**config.mk**
```make
export PLATFORM = sky130hd
export DESIGN_NAME = syscall_sequencer_flat
export DESIGN_NICKNAME = d
export VERILOG_FILES = /design/src/rtl/syscall_sequencer_pkg.sv /design/src/rtl/syscall_sequencer_if.sv /design/src/rtl/syscall_sequencer_int_to_ascii.sv /design/src/rtl/syscall_sequencer.sv /design/src/flat_wrapper.sv
export SDC_FILE = /design/constraint.sdc
export NUM_CORES = 1
export LEC_CHECK = 0
export ABC_AREA = 1
export CORE_UTILIZATION = 39
export CTS_CLUSTER_SIZE = 12
export DETAILED_ROUTE_END_ITERATION = 8
export GPL_ROUTABILITY_DRIVEN = 0
export MAX_ROUTING_LAYER = met4
export PLACE_DENSITY = 0.67
export SLEW_MARGIN = 10
export SYNTH_ARGS = -nofsm -noshare
export SYNTH_HDL_FRONTEND = slang
export SYNTH_SLANG_ARGS = --single-unit
```
**constraint.sdc**
```tcl
create_clock -name clk -period 5.8 [get_ports clk]
set_input_delay 0.58 -clock clk [delete_from_list [all_inputs] [get_ports clk]]
set_output_delay 0.58 -clock clk [all_outputs]
set_load 0.02 [all_outputs]
```
**src/rtl/syscall_sequencer_pkg.sv**
```systemverilog
// Shared types and constants for the syscall sequencer: FSM state encoding,
// MIPS service codes, ASCII bytes used by the print services, and the
// power-of-ten table used by the decimal digit generator.
package syscall_pkg;

  localparam int unsigned XLEN       = 32;
  localparam int unsigned BYTE_W     = 8;
  localparam int unsigned DIGIT_W    = 4;
  localparam int unsigned IDX_W      = 4;
  localparam int unsigned NUM_DIGITS = 10;

  typedef enum logic [3:0] {
    ST_IDLE,
    ST_DRAIN,
    ST_DISPATCH,
    ST_INT_SIGN,
    ST_INT_DIGIT,
    ST_STR_FETCH,
    ST_EMIT,
    ST_DONE,
    ST_HALT
  } state_e;

  localparam logic [XLEN-1:0] SVC_PRINT_INT  = 32'd1;
  localparam logic [XLEN-1:0] SVC_PRINT_STR  = 32'd4;
  localparam logic [XLEN-1:0] SVC_EXIT       = 32'd10;
  localparam logic [XLEN-1:0] SVC_PRINT_CHAR = 32'd11;

  localparam logic [BYTE_W-1:0] ASCII_MINUS = 8'h2D;
  localparam logic [BYTE_W-1:0] ASCII_ZERO  = 8'h30;
  localparam logic [BYTE_W-1:0] ASCII_NL    = 8'h0A;
  localparam logic [BYTE_W-1:0] ASCII_NUL   = 8'h00;

  // Entry i holds 10^i.
  localparam logic [NUM_DIGITS-1:0][XLEN-1:0] POW10 = {
    32'd1000000000, 32'd100000000, 32'd10000000, 32'd1000000, 32'd100000,
    32'd10000,      32'd1000,      32'd100,      32'd10,      32'd1
  };

endpackage

```
**src/rtl/syscall_sequencer_if.sv**
```systemverilog
// Memory read port and console byte port of the syscall sequencer.
//   mem_req/mem_addr -> byte read request, mem_ack/mem_rdata <- response
//   con_valid/con_data -> console byte, con_ready <- console accepts
interface syscall_sequencer_if;
  import syscall_pkg::*;

  logic              mem_req;
  logic [XLEN-1:0]   mem_addr;
  logic              mem_ack;
  logic [BYTE_W-1:0] mem_rdata;
  logic              con_valid;
  logic [BYTE_W-1:0] con_data;
  logic              con_ready;

  modport master (
    output mem_req, mem_addr, con_valid, con_data,
    input  mem_ack, mem_rdata, con_ready
  );

  modport slave (
    input  mem_req, mem_addr, con_valid, con_data,
    output mem_ack, mem_rdata, con_ready
  );

endinterface

```
**src/rtl/syscall_sequencer_int_to_ascii.sv**
```systemverilog
// sys_int_to_ascii: decimal digit generator for an unsigned 32-bit magnitude.
// Repeated subtraction against 10^9..10^0, one subtraction per cycle; a digit
// costs (value + 1) cycles. Leading zeros are skipped, index 0 always emits.
// Ports: clk, rst (sync, active-high), start_i/magnitude_i (load),
//        digit_valid_o/digit_ready_i (handshake), digit_o, last_o.
module sys_int_to_ascii
  import syscall_pkg::*;
(
  input  logic               clk,
  input  logic               rst,
  input  logic               start_i,
  input  logic [XLEN-1:0]    magnitude_i,
  input  logic               digit_ready_i,
  output logic               digit_valid_o,
  output logic [DIGIT_W-1:0] digit_o,
  output logic               last_o
);

  logic               busy_q, busy_d;
  logic               valid_q, valid_d;
  logic               seen_q, seen_d;
  logic               last_q, last_d;
  logic [XLEN-1:0]    rem_q, rem_d;
  logic [IDX_W-1:0]   idx_q, idx_d;
  logic [DIGIT_W-1:0] cnt_q, cnt_d;
  logic [XLEN-1:0]    pow_c;

  assign pow_c = POW10[idx_q];

  // Subtract-or-advance step; a finished digit is held until accepted.
  always_comb begin
    busy_d  = busy_q;
    valid_d = valid_q;
    seen_d  = seen_q;
    last_d  = last_q;
    rem_d   = rem_q;
    idx_d   = idx_q;
    cnt_d   = cnt_q;
    if (start_i) begin
      busy_d  = 1'b1;
      valid_d = 1'b0;
      seen_d  = 1'b0;
      last_d  = 1'b0;
      rem_d   = magnitude_i;
      idx_d   = IDX_W'(NUM_DIGITS - 1);
      cnt_d   = '0;
    end else if (valid_q) begin
      if (digit_ready_i) begin
        valid_d = 1'b0;
        seen_d  = 1'b1;
        cnt_d   = '0;
        if (idx_q == '0) busy_d = 1'b0;
        else             idx_d  = idx_q - IDX_W'(1);
      end
    end else if (busy_q) begin
      if (rem_q >= pow_c) begin
        rem_d = rem_q - pow_c;
        cnt_d = cnt_q + DIGIT_W'(1);
      end else if (cnt_q != '0 || seen_q || idx_q == '0) begin
        valid_d = 1'b1;
        last_d  = (idx_q == '0);
      end else begin
        idx_d = idx_q - IDX_W'(1);
      end
    end
  end

  always_ff @(posedge clk) begin
    if (rst) begin
      busy_q  <= 1'b0;
      valid_q <= 1'b0;
      seen_q  <= 1'b0;
      last_q  <= 1'b0;
      rem_q   <= '0;
      idx_q   <= '0;
      cnt_q   <= '0;
    end else begin
      busy_q  <= busy_d;
      valid_q <= valid_d;
      seen_q  <= seen_d;
      last_q  <= last_d;
      rem_q   <= rem_d;
      idx_q   <= idx_d;
      cnt_q   <= cnt_d;
    end
  end

  assign digit_valid_o = valid_q;
  assign digit_o       = cnt_q;
  assign last_o        = last_q;

endmodule

```
**src/rtl/syscall_sequencer.sv**
```systemverilog
// syscall_sequencer: stalls the pipeline on SYSCALL, waits for older
// instructions to drain, then runs the service selected by $v0 (print int,
// print string, print char, exit) and releases the pipeline when done.
// Ports: clk, rst (sync, active-high), syscall_req_i, pipe_empty_i, v0_i, a0_i,
//        stall_c_o (combinational), syscall_done_o, halt_o, svc_err_o,
//        stat_syscalls_o, stat_chars_o, bus (memory + console, master side).
// Optional: define SYSCALL_STATS_EN to enable the statistics counters;
//           otherwise both stat ports read 0.
module syscall_sequencer
  import syscall_pkg::*;
#(
  parameter int unsigned MAX_STR_LEN = 256
) (
  input  logic            clk,
  input  logic            rst,
  input  logic            syscall_req_i,
  input  logic            pipe_empty_i,
  input  logic [XLEN-1:0] v0_i,
  input  logic [XLEN-1:0] a0_i,
  output logic            stall_c_o,
  output logic            syscall_done_o,
  output logic            halt_o,
  output logic            svc_err_o,
  output logic [XLEN-1:0] stat_syscalls_o,
  output logic [XLEN-1:0] stat_chars_o,
  syscall_sequencer_if.master bus
);

  state_e              state_q, state_d, ret_q, ret_d;
  logic [XLEN-1:0]     v0_q, v0_d, a0_q, a0_d, off_q, off_d;
  logic [XLEN-1:0]     maddr_q, maddr_d;
  logic [BYTE_W-1:0]   cdata_q, cdata_d;
  logic                nl_q, nl_d, done_q, done_d, halt_q, halt_d;
  logic                err_q, err_d, mreq_q, mreq_d, cvalid_q, cvalid_d;

  logic                gen_start;
  logic                dig_ready, dig_valid, dig_last;
  logic [DIGIT_W-1:0]  dig_val;
  logic [XLEN-1:0]     mag_c;

  // Two's-complement magnitude; 0x80000000 maps to 2147483648 unsigned.
  assign mag_c = a0_q[XLEN-1] ? (~a0_q + XLEN'(1)) : a0_q;

  sys_int_to_ascii u_int_to_ascii (
    .clk           (clk),
    .rst           (rst),
    .start_i       (gen_start),
    .magnitude_i   (mag_c),
    .digit_ready_i (dig_ready),
    .digit_valid_o (dig_valid),
    .digit_o       (dig_val),
    .last_o        (dig_last)
  );

  // Next state and next registered outputs.
  always_comb begin
    state_d   = state_q;
    ret_d     = ret_q;
    v0_d      = v0_q;
    a0_d      = a0_q;
    off_d     = off_q;
    nl_d      = nl_q;
    maddr_d   = maddr_q;
    cdata_d   = cdata_q;
    err_d     = 1'b0;
    gen_start = 1'b0;
    dig_ready = 1'b0;
    case (state_q)
      ST_IDLE: if (syscall_req_i) state_d = ST_DRAIN;
      ST_DRAIN: begin
        if (pipe_empty_i) begin
          state_d = ST_DISPATCH;
          v0_d    = v0_i;
          a0_d    = a0_i;
          err_d   = !(v0_i inside {SVC_PRINT_INT, SVC_PRINT_STR, SVC_EXIT, SVC_PRINT_CHAR});
        end
      end
      ST_DISPATCH: begin
        case (v0_q)
          SVC_PRINT_INT: state_d = ST_INT_SIGN;
          SVC_PRINT_STR: begin
            off_d   = '0;
            maddr_d = a0_q;
            state_d = (MAX_STR_LEN == 0) ? ST_DONE : ST_STR_FETCH;
          end
          SVC_EXIT: state_d = ST_HALT;
          SVC_PRINT_CHAR: begin
            cdata_d = a0_q[BYTE_W-1:0];
            ret_d   = ST_DONE;
            state_d = ST_EMIT;
          end
          default: state_d = ST_DONE;
        endcase
      end
      ST_INT_SIGN: begin
        gen_start = 1'b1;
        nl_d      = 1'b0;
        if (a0_q[XLEN-1]) begin
          cdata_d = ASCII_MINUS;
          ret_d   = ST_INT_DIGIT;
          state_d = ST_EMIT;
        end else begin
          state_d = ST_INT_DIGIT;
        end
      end
      ST_INT_DIGIT: begin
        // nl_q marks that the last digit has gone out and only '\n' remains.
        if (nl_q) begin
          nl_d    = 1'b0;
          cdata_d = ASCII_NL;
          ret_d   = ST_DONE;
          state_d = ST_EMIT;
        end else if (dig_valid) begin
          dig_ready = 1'b1;
          nl_d      = dig_last;
          cdata_d   = ASCII_ZERO + BYTE_W'(dig_val);
          ret_d     = ST_INT_DIGIT;
          state_d   = ST_EMIT;
        end
      end
      ST_STR_FETCH: begin
        if (bus.mem_ack) begin
          if (bus.mem_rdata == ASCII_NUL) begin
            state_d = ST_DONE;
          end else begin
            cdata_d = bus.mem_rdata;
            off_d   = off_q + XLEN'(1);
            ret_d   = ST_STR_FETCH;
            state_d = ST_EMIT;
          end
        end
      end
      ST_EMIT: begin
        if (bus.con_ready) begin
          if (ret_q == ST_STR_FETCH && off_q == XLEN'(MAX_STR_LEN)) begin
            state_d = ST_DONE;
          end else begin
            state_d = ret_q;
            maddr_d = a0_q + off_q;
          end
        end
      end
      ST_DONE: state_d = ST_IDLE;
      ST_HALT: state_d = ST_HALT;
      default: state_d = ST_IDLE;
    endcase
  end

  // Handshake/status outputs are registered decodes of the next state.
  assign done_d   = (state_d == ST_DONE);
  assign halt_d   = (state_d == ST_HALT);
  assign mreq_d   = (state_d == ST_STR_FETCH);
  assign cvalid_d = (state_d == ST_EMIT);

  always_ff @(posedge clk) begin
    if (rst) begin
      state_q  <= ST_IDLE;
      ret_q    <= ST_IDLE;
      v0_q     <= '0;
      a0_q     <= '0;
      off_q    <= '0;
      nl_q     <= 1'b0;
      maddr_q  <= '0;
      cdata_q  <= '0;
      done_q   <= 1'b0;
      halt_q   <= 1'b0;
      err_q    <= 1'b0;
      mreq_q   <= 1'b0;
      cvalid_q <= 1'b0;
    end else begin
      state_q  <= state_d;
      ret_q    <= ret_d;
      v0_q     <= v0_d;
      a0_q     <= a0_d;
      off_q    <= off_d;
      nl_q     <= nl_d;
      maddr_q  <= maddr_d;
      cdata_q  <= cdata_d;
      done_q   <= done_d;
      halt_q   <= halt_d;
      err_q    <= err_d;
      mreq_q   <= mreq_d;
      cvalid_q <= cvalid_d;
    end
  end

  // Stall is combinational so the freeze lands in the detection cycle.
  assign stall_c_o = (state_q == ST_IDLE && syscall_req_i) ||
                     (state_q != ST_IDLE && state_q != ST_DONE);

  assign syscall_done_o = done_q;
  assign halt_o         = halt_q;
  assign svc_err_o      = err_q;
  assign bus.mem_req    = mreq_q;
  assign bus.mem_addr   = maddr_q;
  assign bus.con_valid  = cvalid_q;
  assign bus.con_data   = cdata_q;

`ifdef SYSCALL_STATS_EN
  logic [XLEN-1:0] stat_sys_q, stat_chr_q;

  // Free-running counters, wrap at 2^32.
  always_ff @(posedge clk) begin
    if (rst) begin
      stat_sys_q <= '0;
      stat_chr_q <= '0;
    end else begin
      if (state_q == ST_DISPATCH)     stat_sys_q <= stat_sys_q + XLEN'(1);
      if (cvalid_q && bus.con_ready)  stat_chr_q <= stat_chr_q + XLEN'(1);
    end
  end

  assign stat_syscalls_o = stat_sys_q;
  assign stat_chars_o    = stat_chr_q;
`else
  assign stat_syscalls_o = '0;
  assign stat_chars_o    = '0;
`endif

endmodule

```
**src/flat_wrapper.sv**
```systemverilog
// flat-port wrapper written by rule: the top's interface ports become plain ports
module syscall_sequencer_flat import syscall_pkg::*;
#(
  parameter int unsigned MAX_STR_LEN = 256
)
  (clk, rst, syscall_req_i, pipe_empty_i, v0_i, a0_i, stall_c_o, syscall_done_o, halt_o, svc_err_o, stat_syscalls_o, stat_chars_o, bus_mem_req, bus_mem_addr, bus_con_valid, bus_con_data, bus_mem_ack, bus_mem_rdata, bus_con_ready);
  syscall_sequencer_if bus_i ();
  input  logic clk;
  input  logic rst;
  input  logic syscall_req_i;
  input  logic pipe_empty_i;
  input  logic [XLEN-1:0] v0_i;
  input  logic [XLEN-1:0] a0_i;
  output logic stall_c_o;
  output logic syscall_done_o;
  output logic halt_o;
  output logic svc_err_o;
  output logic [XLEN-1:0] stat_syscalls_o;
  output logic [XLEN-1:0] stat_chars_o;
  output wire logic [$bits(bus_i.mem_req)-1:0] bus_mem_req;
  output wire logic [$bits(bus_i.mem_addr)-1:0] bus_mem_addr;
  output wire logic [$bits(bus_i.con_valid)-1:0] bus_con_valid;
  output wire logic [$bits(bus_i.con_data)-1:0] bus_con_data;
  input wire logic [$bits(bus_i.mem_ack)-1:0] bus_mem_ack;
  input wire logic [$bits(bus_i.mem_rdata)-1:0] bus_mem_rdata;
  input wire logic [$bits(bus_i.con_ready)-1:0] bus_con_ready;
  assign bus_mem_req = bus_i.mem_req;
  assign bus_mem_addr = bus_i.mem_addr;
  assign bus_con_valid = bus_i.con_valid;
  assign bus_con_data = bus_i.con_data;
  assign bus_i.mem_ack = bus_mem_ack;
  assign bus_i.mem_rdata = bus_mem_rdata;
  assign bus_i.con_ready = bus_con_ready;
  syscall_sequencer #(.MAX_STR_LEN(MAX_STR_LEN)) u_core (.clk(clk), .rst(rst), .syscall_req_i(syscall_req_i), .pipe_empty_i(pipe_empty_i), .v0_i(v0_i), .a0_i(a0_i), .stall_c_o(stall_c_o), .syscall_done_o(syscall_done_o), .halt_o(halt_o), .svc_err_o(svc_err_o), .stat_syscalls_o(stat_syscalls_o), .stat_chars_o(stat_chars_o), .bus(bus_i));
endmodule
```
---- Word-level counts from Yosys, hierarchy flattened ----
Memories as Yosys holds them, arrays and structs flattened.
Cells that the tools add are included.
storage, ports and cells
  register bits after elaboration ......... 194
  ROM bits ................................ 512
  input port bits ......................... 78
  output and inout bits ................... 110
  logic and storage cells ................. 179
  memories kept ........................... 1
cells by class
  add/subtract/negate cells ............... 7
  $lt $le $gt $ge ......................... 2
  equality and inequality tests ........... 39
  muxes and demuxes ....................... 66
  bitwise gates (word level) .............. 5
  reductions and logical operators ........ 38
memory list
  memory            depth  bits a word  rd ports  clocked after memory_dff  wr ports  RTL line                              source
  (name not given)  16     32           1         0                         0         syscall_sequencer_int_to_ascii.sv:28  assign pow_c = POW10[idx_q];
operator list
  kind                                                    number
  2-to-1 mux 32 bit                                       12
  equality test 32 x 4 -> 1 bit (second input constant)   4
  one-hot mux 32 bit (2 select lines)                     2
  2-to-1 mux 4 bit                                        24
  adder 32 x 1 -> 32 bit (second input constant)          2
  equality test 32 x 1 -> 1 bit (second input constant)   2
  equality test 32 x 3 -> 1 bit (second input constant)   2
  2-to-1 mux 8 bit                                        6
  adder 32 bit                                            1
  equality test 32 x 9 -> 1 bit (second input constant)   1
  >= comparator 32 bit                                    1
  NOT 32 bit                                              1
  one-hot mux 4 bit (4 select lines)                      2
  one-hot mux 4 bit (8 select lines)                      1
  one-hot mux 8 bit (4 select lines)                      1
  subtractor 32 bit                                       1
  equality test 4 x 3 -> 1 bit (second input constant)    7
  nonzero test 2 bit                                      10
  2-to-1 mux 1 bit                                        16
  nonzero test 4 bit                                      4
  inequality test 2 bit (second input constant)           7
  inequality test 3 x 2 -> 1 bit (second input constant)  4
  AND reduction 4 bit                                     3
  inequality test 2 x 1 -> 1 bit (second input constant)  5
  24 further kinds                                        38

---- Depth between registers and ports, before layout ----
Gate-level depths: netlist of the first run.
  depth in word-level cells ............... 8
  depth in mapped cells ................... 23
  mapped depth without buffers ............ 20

---- Hierarchy ----
A second synthesis of the first run with hierarchy kept.
unflattened totals
  cells, all modules ...................... 2,606
  area total of the unflattened synthesis .. 15,472.3 µm²
by module, submodules not included
  module             instances  cells an instance  area each (µm²)  seq. area each (µm²)
  syscall_sequencer  1          1,742              10,611.4         2,982.9
  sys_int_to_ascii   1          864                4,860.9          880.8

---- Least setup slack after synthesis of the first run ----
Ideal clock, no wire load.
  kind .................................... flip-flop to flip-flop
  start point ............................. register u_core.u_int_to_ascii.idx_q[2]
  end point ............................... register u_core.u_int_to_ascii.rem_q[18]
  library setup time ...................... 115 ps
  data arrival time ....................... 2,632 ps
  data required time ...................... 5,685 ps
  path slack .............................. 3,053 ps
  stages on the path, launching flop included .. 21
  path through ............................ dfxtp_1 > buf_2 > inv_1 > nor2_1 > inv_1 > or2_2 > ha_1 > nand2_1 > inv_1 > nand2_1 > nand2_1 > a21oi_1 > nand3_1 > nand2_1 > nand2_1 > nand3_2 > nand2_2 > buf_6 > buf_6 > o21ai_1 > nor2_1
on the way
  cells in the longest elaborated chain, start to end .. 7
  elaborated cells between the ends (all ways) .. 10
  classes of those cells .................. add/sub (1); order compare (1); mux (5); reduce/logical (2); memory (1)
RTL lines
  element                                      RTL line                              source
  start: declaration                           syscall_sequencer_int_to_ascii.sv:24  logic [IDX_W-1:0] idx_q, idx_d;
  start signal: assignment                     syscall_sequencer_int_to_ascii.sv:83  idx_q <= idx_d;
  memory read (16 x 32 bit) (*)                -
  2-to-1 mux 32 bit (implied by the code) (*)  syscall_sequencer_int_to_ascii.sv:28
  subtractor 32 bit                            syscall_sequencer_int_to_ascii.sv:57  rem_d = rem_q - pow_c;
  2-to-1 mux 32 bit                            syscall_sequencer_int_to_ascii.sv:56  if (rem_q >= pow_c) begin
  2-to-1 mux 32 bit                            syscall_sequencer_int_to_ascii.sv:55  end else if (busy_q) begin
  2-to-1 mux 32 bit                            syscall_sequencer_int_to_ascii.sv:47  end else if (valid_q) begin
  2-to-1 mux 32 bit                            syscall_sequencer_int_to_ascii.sv:39  if (start_i) begin
  end signal: assignment                       syscall_sequencer_int_to_ascii.sv:82  rem_q <= rem_d;
  end: declaration                             syscall_sequencer_int_to_ascii.sv:23  logic [XLEN-1:0] rem_q, rem_d;
Every way passes the cells marked *; elsewhere a longest branch is shown, timed or not. The select of a mux whose other input is x is not followed.
A chain may end at the register's enable or synchronous reset.

---- Final worst setup path of the first run ----
  start point ............................. register u_core.u_int_to_ascii.idx_q[0]
  end point ............................... register u_core.u_int_to_ascii.rem_q[24]
The elaborated chain is that of the path after synthesis.

==> results of run 1 <==
-- layer usage --
metal  part of all wire  vias to the layer above  routed length (um)
li1                   -                     7911                   -
met1               0.44                     7249               21200
met2               0.44                      720               21300
met3              0.092                       76                4440
met4              0.027                        0                1280
met5                  0                        -                   0
-- final cells by class --
class | count | area, um2
Fill cell | 3908 | 20300
Multi-Input combinational cell | 1864 | 9240
Sequential cell | 193 | 3860
Timing Repair Buffer | 131 | 1290
Inverter | 257 | 966
Tap cell | 468 | 586
Clock buffer | 19 | 443
Clock inverter | 12 | 108
Antenna cell | 2 | 5.00
-- cells in the mapped netlist, types with 2 or more instances --
library cell / number / area [um2]
nand2_1: 528 / 1980
nor2_1: 320 / 1200
a21oi_1: 246 / 1230
inv_1: 241 / 905
o21ai_0: 216 / 1080
dfxtp_1: 193 / 3860
nand3_1: 157 / 786
ha_1: 72 / 901
buf_4: 67 / 503
nor3_1: 49 / 245
clkbuf_1: 48 / 180
nand4_1: 40 / 250
xor2_1: 19 / 166
nor4_1: 17 / 106
o21ai_1: 17 / 85.1
inv_2: 15 / 56.3
buf_2: 13 / 65.1
nand3b_1: 13 / 97.6
o21bai_1: 13 / 97.6
nand2_2: 11 / 68.8
or2_2: 8 / 50.1
a31oi_1: 6 / 37.5
buf_1: 6 / 22.5
nor2_2: 6 / 37.5
nor2_4: 6 / 67.6
o21a_1: 6 / 45.0
xnor2_1: 6 / 52.6
a21o_1: 4 / 30.0
and3_1: 4 / 25.0
buf_6: 4 / 45.0
and2_1: 3 / 18.8
nor3b_1: 3 / 22.5
o211ai_1: 3 / 22.5
o22ai_1: 3 / 18.8
a211oi_1: 2 / 15.0
a21boi_0: 2 / 15.0
a41oi_1: 2 / 17.5
fa_1: 2 / 40.0
nand3_2: 2 / 20.0
-- state kept, by name (all words and copies together), names as in the netlist, 3 cells and up --
| register | cells |
|---|---|
| u_core.v0_q | 32 |
| u_core.u_int_to_ascii.digit_o | 4 |
| u_core.a0_q | 32 |
| u_core.u_int_to_ascii.idx_q | 4 |
| u_core.ret_q | 3 |
| u_core.bus.mem_addr | 32 |
| u_core.bus.con_data | 8 |
| u_core.u_int_to_ascii.rem_q | 32 |
| u_core.off_q | 32 |
| u_core.state_q | 4 |
-- worst max-delay path: stages, from the launching register on --
cell	delay (ns)
dfxtp_1	0.48
inv_1	0.20
ha_1	0.27
a21oi_1	0.26
inv_1	0.09
nand2_1	0.07
ha_1	0.28
nand2_1	0.10
inv_1	0.06
nand2_1	0.09
nand2_1	0.05
nand2_1	0.06
nand2_1	0.08
a21oi_1	0.41
nand2_1	0.13
nand3_2	0.12
nand2_2	0.39
inv_2	0.54
nor2_1	0.11
nor2_1	0.11
-- final timing paths --
path	start	endpoint	slack [ns]
hold reg to reg	u_core.v0_q[23]$_SDFFE_PP0P_	u_core.v0_q[23]$_SDFFE_PP0P_	0.45
hold / removal	u_core.v0_q[23]$_SDFFE_PP0P_	u_core.v0_q[23]$_SDFFE_PP0P_	0.45
setup / recovery	u_core.u_int_to_ascii.idx_q[0]$_SDFFE_PP0P_	u_core.u_int_to_ascii.rem_q[24]$_SDFFE_PP0P_	1.82
setup reg to reg	u_core.u_int_to_ascii.idx_q[0]$_SDFFE_PP0P_	u_core.u_int_to_ascii.rem_q[24]$_SDFFE_PP0P_	1.82
-- power groups by stage --
stage | combinational, mW | clock, mW | sequential, mW
after global placement | 2.94 | 0 | 1.63
after CTS | 2.99 | 1.16 | 1.61
after global routing | 3.37 | 1.21 | 1.62
after floorplan | 2.18 | 0 | 1.61
final | 3.04 | 1.14 | 1.61
after detailed placement | 2.97 | 0 | 1.63
-- logic make-up (layout without fill, tap and decap cells) --
kind of cell	after synthesis	in the layout	synth area share
xor+xnor	25	25	0.0150
other cells	1	66	0.000256
flops	193	193	0.264
fa+ha+maj	74	74	0.0643
compound gates	527	527	0.188
simple gates	1174	1174	0.346
buf+inv	395	419	0.122
==> impl_metrics.yaml, run 1 <==
die:
  die_h_um: 196
  core_area_um2: 36800
  row_count: 70
  die-area_um2: 38300
  start_util: 0.398
  dieWidth_um: 196
  io_pins: 188
global_routing:
  grtUsageTotal: 0.259
  grtUsageMet2: 0.404
  grt_overflow: 0
  grt_pass1_vias: 14700
  antenna_found_initial: 2
  grt_max_degree: 82
  use_met3: 0.0517
  gr-max-usage-layer: "met2"
  grt_use_met1: 0.333
  grt_pass1_wl_um: 76600
route:
  drt_iter0_drc: 1364
  drcViolationCount: 0
  wl_um: 48300
  routedWlPerCell_um: 16.4
  final_antenna_net_count: 0
  vias: 16000
  dr.pass1.iters: 5
  routed_via_density: 5.42
cells_and_area:
  layout_commonest_cell: "nand2_1"
  fin_area_um2: 16500
  nets: 2616
  syn_to_final_growth_pct: 12.8
  drive_gt1_frac: 0.0392
  stdcell_count: 2946
  post-route-util: 0.449
  final_cell_mix: "nand2_1 (528), nor2_1 (319), a21oi_1 (246)"
critical_path:
  startpoint_type: "register"
  worst_ep_required_time_ns: 6.19
  worstSetupEndpointType: "register"
  worst-path-max-fanout: 39
  worstPathArrival_ns: 4.37
  r2r_cells: 19
  path_class: "register to register"
synth:
  yosysSeqAreaShare: 0.264
  yosysWarnings: 0
  ys_async_sr_fraction: 0
  postSynthAreaPerCell_um2: 6.12
  syn_area_um2: 14600
  ys_types: 55
  synthFlopType: "dfxtp_1"
  synth_edf_count: 0
  synth-seq-cells: 193
  syn-instance-count: 2389
power:
  internal_power_mw: 3.02
  leakagePower_nw: 7.26
  powerDensity_nw_per_um2: 350
  swShare: 0.478
  p_switching_mw: 2.76
  pwr-share-seq: 0.278
  pwr-share-clk: 0.197
  fin_total_pwr_mw: 5.78
  ir_drop_v: 0.000254
  combPwrFrac: 0.525
clocking:
  clock_path_buffers: 2
  clock-sinks: 193
  holdBufCountCts: 0
  htreeDepth: 4
  clock_latency_ns: 0.46
  cts_tree: "yes"
  root_buffer: "clkbuf_16"
  cts-resized-gates: 0
  clkTransAtPathRegs_ns: 0.07
  cts_setup_buffers: 0
  cts_made_buffers: 17
sta:
  relSlewSlack: 0.393
  fmax_mhz: 252
  rsz0062_at_grt: "false"
  holdWs_ns: 0.452
  hold_viol: 0
  fin_worst_skew_ns: 0.0138
  setup_slack_ns: 1.82
  setup-tns-final_ns: 0
  finalSetupViolCount: 0
  slew_viol_final: 0
  worst_slew_pin_slew_ns: 0.901
  finalCriticalPeriod_ns: 3.98
  fin_crit_sh: 0.685
run_status:
  status: "finished clean"
min_path:
  hold_class: "register to register"
  hold_depth: 2
placement:
  dpl-instance-area_um2: 15900
  port_buffers: 123
  pre_cts_slack_ns: 2.00
  post-dp-hpwl_um: 37500
  dpl.cell_count: 2913
job:
  drv_cap: 0
(Power assumes the default switching activity.)
==> run 2, diff against run 1 <==
==> constraint.sdc (replaced) <==
create_clock -name clk -period 3.9 [get_ports clk]
set_input_delay 0.39 -clock clk [delete_from_list [all_inputs] [get_ports clk]]
set_output_delay 0.39 -clock clk [all_outputs]
set_load 0.02 [all_outputs]
==> run 2 against run 1 <==
Against the previous run:
- final cell count rose by 0.44%
- non-clock buffer count increased by 12
- sequential cell count unchanged
- first-iteration DRC count grew 6.2%
- sequential share of layout area decreased by 0.15 points
- core utilization up 0.29 points
- fmax is 13% higher
- final area grew 0.65%
- sequential power grew 48%
- global-route usage rose by 0.24 points
- power increased by 51%
- largest power group unchanged
==> impl_metrics.yaml, run 2 (same netlist as run 1, synthesis figures left out) <==
cells_and_area:
  nets: 2628
  syn_to_final_growth_pct: 13.5
  fillers: 3935
  drive_gt1_frac: 0.0446
  final_cell_mix: "nand2_1 (528), nor2_1 (319), a21oi_1 (246)"
  layout_commonest_cell: "nand2_1"
run_status:
  status: "finished clean"
clocking:
  clock-sinks: 193
  holdBufCountCts: 0
  root_buffer: "clkbuf_16"
  cts_tree: "yes"
  cts_made_buffers: 17
  cts_setup_buffers: 0
  clock_latency_ns: 0.46
  htreeDepth: 4
  clock_path_buffers: 2
  clkTransAtPathRegs_ns: 0.08
  cts-resized-gates: 0
placement:
  post-dp-hpwl_um: 38400
  port_buffers: 123
die:
  dieWidth_um: 196
  die-area_um2: 38300
  core_area_um2: 36800
  io_pins: 188
  die_h_um: 196
  row_count: 70
  start_util: 0.398
route:
  wl_um: 48800
  routed_via_density: 5.44
  drt_iter0_drc: 1449
  vias: 16100
  dr.pass1.iters: 7
  drcViolationCount: 0
  final_antenna_net_count: 0
  routedWlPerCell_um: 16.5
global_routing:
  grt_pass1_vias: 14800
  grt_max_degree: 62
  grt_overflow: 0
  antenna_found_initial: 2
  grtUsageTotal: 0.261
  grt_pass1_wl_um: 77500
critical_path:
  path_class: "register to register"
  worstSetupEndpointType: "register"
  worstPathArrival_ns: 3.93
  startpoint_type: "register"
  worst_ep_required_time_ns: 4.30
  worst-path-max-fanout: 26
sta:
  finalSetupViolCount: 0
  setup-tns-final_ns: 0
  fin_crit_sh: 0.906
  worst_slew_pin_slew_ns: 0.773
  finalCriticalPeriod_ns: 3.53
  hold_viol: 0
  slew_viol_final: 0
  relSlewSlack: 0.484
  rsz0062_at_grt: "false"
  fin_worst_skew_ns: 0.0156
  fmax_mhz: 283
min_path:
  hold_class: "register to register"
power:
  leakagePower_nw: 7.35
  ir_drop_v: 0.000387
  powerDensity_nw_per_um2: 525
  fin_total_pwr_mw: 8.71
job:
  drv_cap: 0
==> run 2: per-layer routing <==
layer	part of all wire	vias up	routed length [um]	GRT usage
li1	-	7955	-	-
met1	0.44	7293	21300	0.335
met2	0.43	753	20900	0.396
met3	0.10	93	4980	0.0676
met4	0.032	0	1550	0.0929
met5	0	-	0	-
==> run 2: path summary, 6_finish.rpt <==
path / startpoint / end / slack, ns / cells after the start
worst max-delay path: u_core.u_int_to_ascii.idx_q[0]$_SDFFE_PP0P_ / u_core.u_int_to_ascii.rem_q[19]$_SDFFE_PP0P_ / 0.37 / 19
worst max register to register: u_core.u_int_to_ascii.idx_q[0]$_SDFFE_PP0P_ / u_core.u_int_to_ascii.rem_q[19]$_SDFFE_PP0P_ / 0.37 / 19
worst min-delay path: u_core.v0_q[9]$_SDFFE_PP0P_ / u_core.v0_q[9]$_SDFFE_PP0P_ / 0.45 / 2
worst min register to register: u_core.v0_q[9]$_SDFFE_PP0P_ / u_core.v0_q[9]$_SDFFE_PP0P_ / 0.45 / 2
==> run 2: final cells by class <==
class | instances | area [um2] | share of cell area
Clock buffer | 17 | 425 | 0.0256
Tap cell | 468 | 586 | 0.0353
Timing Repair Buffer | 143 | 1380 | 0.0829
Clock inverter | 15 | 143 | 0.00859
Inverter | 257 | 966 | 0.0582
Multi-Input combinational cell | 1864 | 9240 | 0.557
Antenna cell | 2 | 5.00 | 0.000301
Sequential cell | 193 | 3860 | 0.233
==> run 2: power by group <==
part	switching, mW	leakage [nW]	total (mW)	internal [mW]
logic	3.09	5.50	4.56	1.48
clock network	0.907	0.284	1.76	0.851
registers	0.207	1.56	2.39	2.19
total	4.20	7.35	8.71	4.51
==> run 2: stage by stage <==
step                area [um2]  hold WS [ns]  setup slack (ns)  cells   util
detailed placement       16000         0.447             0.459   2925  0.436
finish                   16600         0.452             0.368   2959  0.451
floorplan                14900         0.429              1.15   2452      -
global route             16600         0.470            0.0234   2959  0.451
global placement         16000         0.439             0.651   2925  0.436
CTS                      16600         0.458             0.427   2957  0.451
==> run 2: worst max-delay path, cell delays in order, from the launching register on <==
cell and delay [ns]:
dfxtp_1 0.46, inv_1 0.19, ha_1 0.28, a21oi_1 0.28, inv_1 0.10, nand2_1 0.07, ha_1 0.28, nand2_1 0.10
inv_1 0.07, nand2_1 0.08, nand2_1 0.05, nand2_1 0.06, nand2_1 0.07, a21oi_1 0.40, nand2_1 0.13, nand3_2 0.12
nand2_2 0.14, inv_2 0.38, nor2_1 0.10, nor2_1 0.10
